## src/rtl/oam_dma.sv

```systemverilog
// Copies a DMA_LEN-byte block from a source page into OAM, one read/write pair
// per byte, taking over the system bus while the copy runs.
//
// state | meaning
// IDLE  | bus released, waiting for a write to the DMA register
// START | bus claimed for one cycle, no strobes yet
// READ  | read source byte {src_page, idx}
// WRITE | write that byte to OAM_BASE + idx
module oam_dma #(
  parameter int          DMA_LEN  = 160,
  parameter logic [15:0] OAM_BASE = 16'hFE00
) (
  input  logic        clk,
  input  logic        rst,
  input  logic        dma_wr,
  input  logic [7:0]  dma_data,
  input  logic [7:0]  dma_rdata,
  output logic [15:0] dma_addr,
  output logic [7:0]  dma_wdata,
  output logic        dma_re,
  output logic        dma_we,
  output logic        dma_busy,
  output logic        dma_done
);

  typedef enum logic [1:0] {
    IDLE  = 2'd0,
    START = 2'd1,
    READ  = 2'd2,
    WRITE = 2'd3
  } state_t;

  localparam logic [7:0] LAST_IDX = 8'(DMA_LEN - 1);

  state_t     state;
  logic [7:0] src_page;
  logic [7:0] idx;
  logic [7:0] data_q;
  logic [7:0] page_mapped;

  // Pages E0-FF alias down to C0-DF so OAM and I/O are never used as source.
  assign page_mapped = (dma_data >= 8'hE0) ? (dma_data - 8'h20) : dma_data;

  assign dma_wdata = data_q;

  always_ff @(posedge clk or posedge rst) begin
    if (rst) begin
      state    <= IDLE;
      src_page <= 8'h00;
      idx      <= 8'h00;
      data_q   <= 8'h00;
      dma_addr <= 16'h0000;
      dma_re   <= 1'b0;
      dma_we   <= 1'b0;
      dma_busy <= 1'b0;
      dma_done <= 1'b0;
    end else begin
      dma_done <= 1'b0;
      // A register write restarts from any state, including the last WRITE,
      // which also swallows that transfer's done pulse.
      if (dma_wr) begin
        state    <= START;
        src_page <= page_mapped;
        idx      <= 8'h00;
        data_q   <= 8'h00;
        dma_addr <= 16'h0000;
        dma_re   <= 1'b0;
        dma_we   <= 1'b0;
        dma_busy <= 1'b1;
      end else begin
        case (state)
          IDLE: begin
            dma_busy <= 1'b0;
          end
          START: begin
            state    <= READ;
            dma_addr <= {src_page, idx};
            dma_re   <= 1'b1;
            dma_we   <= 1'b0;
          end
          READ: begin
            state    <= WRITE;
            data_q   <= dma_rdata;
            dma_addr <= OAM_BASE + {8'h00, idx};
            dma_re   <= 1'b0;
            dma_we   <= 1'b1;
          end
          WRITE: begin
            data_q <= 8'h00;
            dma_we <= 1'b0;
            if (idx == LAST_IDX) begin
              state    <= IDLE;
              dma_addr <= 16'h0000;
              dma_busy <= 1'b0;
              dma_done <= 1'b1;
            end else begin
              state    <= READ;
              idx      <= idx + 8'd1;
              dma_addr <= {src_page, idx + 8'd1};
              dma_re   <= 1'b1;
            end
          end
          default: begin
            state    <= IDLE;
            dma_addr <= 16'h0000;
            dma_re   <= 1'b0;
            dma_we   <= 1'b0;
            dma_busy <= 1'b0;
          end
        endcase
      end
    end
  end

endmodule

```

## config.mk

```make
export PLATFORM = sky130hd
export DESIGN_NAME = oam_dma
export DESIGN_NICKNAME = d
export VERILOG_FILES = /design/src/rtl/oam_dma.sv
export SDC_FILE = /design/constraint.sdc
export NUM_CORES = 1
export LEC_CHECK = 0
export ABC_AREA = 1
export CAP_MARGIN = 20
export CORE_MARGIN = 10
export CORE_UTILIZATION = 57
export CTS_BUF_LIST = sky130_fd_sc_hd__clkbuf_2 sky130_fd_sc_hd__clkbuf_4 sky130_fd_sc_hd__clkbuf_8
export DETAILED_ROUTE_END_ITERATION = 6
export PLACE_DENSITY = 0.87
export SLEW_MARGIN = 20
export SYNTH_ARGS = -nofsm -noshare
export SYNTH_HDL_FRONTEND = slang
export SYNTH_SLANG_ARGS = --single-unit
```

## constraint.sdc

```tcl
create_clock -name clk -period 3.1 [get_ports clk]
set_input_delay 0.93 -clock clk [delete_from_list [all_inputs] [get_ports clk]]
set_output_delay 0.93 -clock clk [all_outputs]
set_load 0.02 [all_outputs]
```

==> metrics, run 1 <==
status complete, no violations; Clock Path Buffers 2; fmax 0.449 GHz; flop2flop setup slack 980 ps; drt wl/cell 15.1 µm; worst r2r path cells 7; vias per cell 5.34; post-synthesis area per instance 8.59 µm²; clock slew at reported path FFs 80 ps; Final TNS setup 0 ps; initial core utilization 60.8%; Primary FF master, synth dfrtp_1; via count 1939; antenna violations before repair 0; post-placement cell area 2770 µm²; hold path start src_page[0]; Post-Syn Instances 267; minimum clock period 2230 ps; clock sink total 46; Post-Layout Inst Area 2870 µm²; RSZ-0062 raised after global routing no; max-cap viol count 0; worst reg2reg startpoint state[1]; P_leak 1.42 nW; Root Driver clkbuf_8; Slew HR 61.4%; share of cells above drive strength 1 13.3%; Synth Cell Area 2290 µm²; chip height 83.4 µm; crit path kind input port to flop; Worst-Margin Slew 579 ps; nets@finish 340; sequential area share after synthesis 50.2%; Clk Latency, worst-skew pair 300 ps; first-pass GRT wire length 9.28 mm; Placer Congestion 0.860; CP Data Required Time 3280 ps; largest net degree at the start of global routing 47; CP dominant cell by count nor2_8; delay of the slowest cell on the worst path 460 ps; DRC 0; Max Fanout on Critical Path 20; pins over their slew limit 0; biggest area contributors in the synthesized netlist dfrtp_1 (50%), nand2_1 (16%), nand3_1 (5.7%), ha_1 (3.8%), o21ai_2 (3.4%); die area 6960 µm²; crit path DAT 2410 ps; crit path from dma_wr; vias in the first global route 1929; Slowest cell on crit path clkdlybuf4s50_1; Die W 83.4 µm; Post-synth EDFFs 0; RR Endpoint state[1]; Yosys cell types 28; Worst Hold Class flop to flop; Area growth syn-to-layout 24.9%; Post-Route WL 5.48 mm; CP cell instances clkdlybuf4s50_1 -> nor2_4 -> inv_2 -> nor2_8 -> nor2_8 -> o21ai_4 -> o21ai_2; DPL Wire Length 4.01 mm; YS warnings 0; GRT Total Usage 15.7%; final period utilization 71.9%; Post CTS Setup Buffer Count 0; top cell type's share of synthesized area 50.2%; final setup margin 871 ps; PortBufs 46; CTS H-tree depth 2; CTS tree built; Inserted Clock Buffers 5; Async SR Flop Fraction 100%; Final setup viols 0; DR iter-0 viols 133; Post-Synthesis Net Count 293; most common library cells after synthesis nand2_1 (98), dfrtp_1 (46), nand3_1 (26), inv_1 (17), nor2_1 (13); total grt overflow 0; Peak VDD IR 0.430 mV; #FFs+latches synth 46; PD cells 697 nW/µm²; most frequent cell after synthesis nand2_1; crit path capture state[1]; hold slack 481 ps; Antenna diodes 0; DR pass1 iterations 4; Synth area leader dfrtp_1; DP Worst Slack 565 ps; Core ar. 3770 µm²; Final Hold Fails 0; critical path endpoint category flop; Fill cells 275; Ports 47; Post-CTS Hold Fix Bufs 0; row count 22; DRT antenna net count 0; startpoint types input port; post-CTS resize count 0; skew final 5.54 ps
report_power, final:
part           switching [W]  internal (W)  leakage (nW)
clock network       0.000204      0.000179        0.0472
registers          0.0000920      0.000713         0.604
logic               0.000495      0.000313         0.771
cell families after synthesis:
logic type      share of synthesized area (%)
buf+inv                                  6.49
flops                                    50.2
xor+xnor                                0.382
fa+ha+maj                                3.82
compound gates                           8.46
simple gates                             30.7
through the flow:
stage	power [W]	std cells	util (%)
5_1_grt	0.00212	363	76.0
3_5_place_dp	0.00162	355	73.5
2_1_floorplan	0.00135	267	-
3_3_place_gp	0.00160	355	73.5
4_1_cts	0.00201	363	76.0
6_report	0.00200	363	76.0
sequential cells by signal (all words and copies together) (netlist names):
| signal | flops |
|---|---|
| idx | 8 |
| state | 2 |
| dma_re | 1 |
| dma_wdata | 8 |
| dma_addr | 16 |
| dma_done | 1 |
| dma_we | 1 |
| dma_busy | 1 |
| src_page | 8 |
worst min-delay path by stage:
stage	end	slack, ps	depth (start not counted)
global route	src_page[0]	500	2
detailed placement	src_page[0]	460	2
CTS	src_page[0]	480	2
finish	src_page[0]	480	2
global placement	src_page[0]	450	2
floorplan	src_page[0]	440	2
placed cells by master (no fill, tap or decap), drive strengths merged:
master,instances
nand2,105
dfrtp,46
clkdlybuf4s50,46
nand3,28
o21ai,22
inv,21
nor2,19
ha,7
clkbuf,6
buf,3
o22ai,2
clkinv,2
a21oi,1
nand4,1
o211ai,1
or2,1
a21boi,1
xnor2,1
a31oi,1
clkinvlp,1
critical path: cells and delay by family:
family / cells / cell delay, ps
simple gates: 3 / 650
buf+inv: 2 / 570
compound gates: 2 / 260
layout make-up:
| type | count | area (µm²) | share of cell area [%] |
|---|---|---|---|
| clock buffers | 6 | 82.6 | 2.88 |
| clock inverters | 2 | 12.5 | 0.437 |
| inverters | 22 | 82.6 | 2.88 |
| multi-input cells | 190 | 993 | 34.7 |
| flip-flops and latches | 46 | 1150 | 40.2 |
| well taps | 48 | 60.1 | 2.10 |
| repair buffers | 49 | 483 | 16.9 |
metal layers:
layer	up-vias	wire length, µm	GRT usage (%)
met4	0	48	3.33
met2	73	2540	25.1
met1	919	2370	19.4
met5	-	0	0
li1	941	-	-
met3	6	511	6.25
(Power assumes the default switching activity.)
==> run 2, diff against run 1 <==
CORE_UTILIZATION = 48   (was 57)
PLACE_DENSITY = 0.78   (was 0.87)
clock period = 1.9 ns   (was 3.1 ns; I/O delays follow)
==> metrics, run 2 (synthesized netlist as in run 1, its figures left out) <==
initial core utilization 48.9%; die area 7940 µm²; Worst Hold Endpoint src_page[1]; RR Endpoint state[1]; Slowest cell on crit path clkdlybuf4s50_1; largest net degree at the start of global routing 47; DR pass1 iterations 4; flip-flop count of the largest register after layout 16; CTS tree built; Post-Route WL 5.42 mm; Max Fanout on Critical Path 2; minimum clock period 1860 ps; vias per cell 5.03; GRT Total Usage 15.2%; Clk Latency, worst-skew pair 300 ps; most frequent cells in the layout nand2_1 (98), dfrtp_1 (46), clkdlybuf4s50_1 (39); DPL Wire Length 4.14 mm; final period utilization 97.7%; drt wl/cell 14.4 µm; Area growth syn-to-layout 28.6%; total grt overflow 0; clock slew at reported path FFs 90 ps; DR iter-0 viols 106; Core ar. 4690 µm²; P_leak 1.58 nW; Fill cells 392; crit path DAT 1290 ps; DRC 0; RSZ-0062 raised after global routing no; CTS H-tree depth 2; via count 1892; Root Driver clkbuf_8; flop2flop setup slack 250 ps; skew final 8.76 ps; PD cells 1120 nW/µm²; chip height 89.1 µm; share of cells above drive strength 1 15.2%; Seq pwr share 39.2%; worst r2r path cells 4; worst hold path depth 2; first-pass GRT wire length 9.34 mm; status complete, no violations; Ports 47; fmax 0.539 GHz; vias in the first global route 2060; DRT antenna net count 0; Final TNS setup 0 ps; pins over their slew limit 0; Slew HR 75.5%; Power Internal 0.00201 W; crit path kind flop to primary output; Die W 89.1 µm; delay of the slowest cell on the worst path 620 ps; area occupied by multi-input gates 993 µm²; Post CTS Setup Buffer Count 0; Antenna diodes 0; CP Buf/Inv Count 1; Combinational Power Share 42.7%; Biggest register dma_addr; Top delay family on crit path buffers and inverters; startpoint types flop; clock sink total 46; register area 1150 µm²; nets@finish 347; Switching Fraction 39.2%; worst reg2reg startpoint state[1]; Overall Power 0.00330 W; critical path endpoint category primary output; Worst Hold Class flop to flop; CP cell instances clkdlybuf4s50_1; row count 25; Placed Instances 368; Final Hold Fails 0; Clock Power Share 18.1%; CP Data Required Time 1330 ps; Peak VDD IR 0.725 mV; Psw 0.00130 W; final std cells w/o fill 376; max-cap viol count 0; antenna violations before repair 0; Clock Path Buffers 2; Final setup viols 0; Inserted Clock Buffers 5; Worst-Margin Slew 366 ps; hold path start src_page[1]; PortBufs 46; leading cell type in the layout, fill and taps excluded nand2_1; Placer Congestion 0.844
-- run 2: cell types whose count changed in the layout (fill, tap and decap cells not counted) --
cell | previous run | this run
buf_12 | 0 | 1
clkinv_4 | 0 | 1
buf_4 | 3 | 9
clkbuf_8 | 6 | 5
clkinvlp_4 | 1 | 0
clkdlybuf4s50_1 | 46 | 39
dlymetal6s2s_1 | 0 | 7
clkbuf_4 | 0 | 1
-- run 2: metal layers --
metal	up-vias	GRT usage, %	part of all wire (%)
li1	952	-	-
met2	45	25.5	49
met3	5	5.38	8.0
met1	890	17.2	42
met5	-	0	0
met4	0	5.78	1.5
-- run 2: stage by stage --
stage | utilization (%) | hold slack [ps] | setup slack [ps] | instance area (µm²)
3_3_place_gp | 60.6 | 458 | 7.44 | 2840
2_1_floorplan | - | 437 | 113 | 2290
5_1_grt | 62.9 | 518 | 2.78 | 2950
4_1_cts | 62.5 | 485 | 18.7 | 2930
3_5_place_dp | 60.6 | 464 | -26.1 | 2840
6_report | 62.9 | 481 | 44.3 | 2950
-- run 2: power by group through the flow --
stage	Combinational, W	Clock [W]	Sequential [W]
5_1_grt	0.00155	0.000648	0.00132
3_5_place_dp	0.00143	0	0.00132
6_report	0.00141	0.000598	0.00130
4_1_cts	0.00144	0.000616	0.00130
3_3_place_gp	0.00140	0	0.00132
2_1_floorplan	0.000740	0	0.00146
-- run 2: worst max-delay path by stage --
stage	startpoint	endpoint	cells past startpoint	slack, ps
6_report	dma_busy	dma_busy	1	40
2_1_floorplan	state[1]	state[0]	7	110
4_1_cts	dma_addr[11]	dma_addr[11]	1	20
3_3_place_gp	dma_wr	state[1]	5	7
5_1_grt	dma_busy	dma_busy	1	3
3_5_place_dp	dma_wr	state[1]	5	-30
-- run 2: what timing repair did --
action / in CTS / in global routing
endpoints found under the setup margin: 0 / 7
hold buffers: 0 / 0
gates resized for setup: 0 / 7
-- run 2: final cells by class --
cell class | count | share of cell area (%)
sequential | 46 | 39.0
tap | 54 | 2.29
clock inverter | 2 | 0.466
clock buffer | 6 | 2.59
timing repair buffer | 56 | 19.2
inverter | 22 | 2.80
multi-input combinational | 190 | 33.7
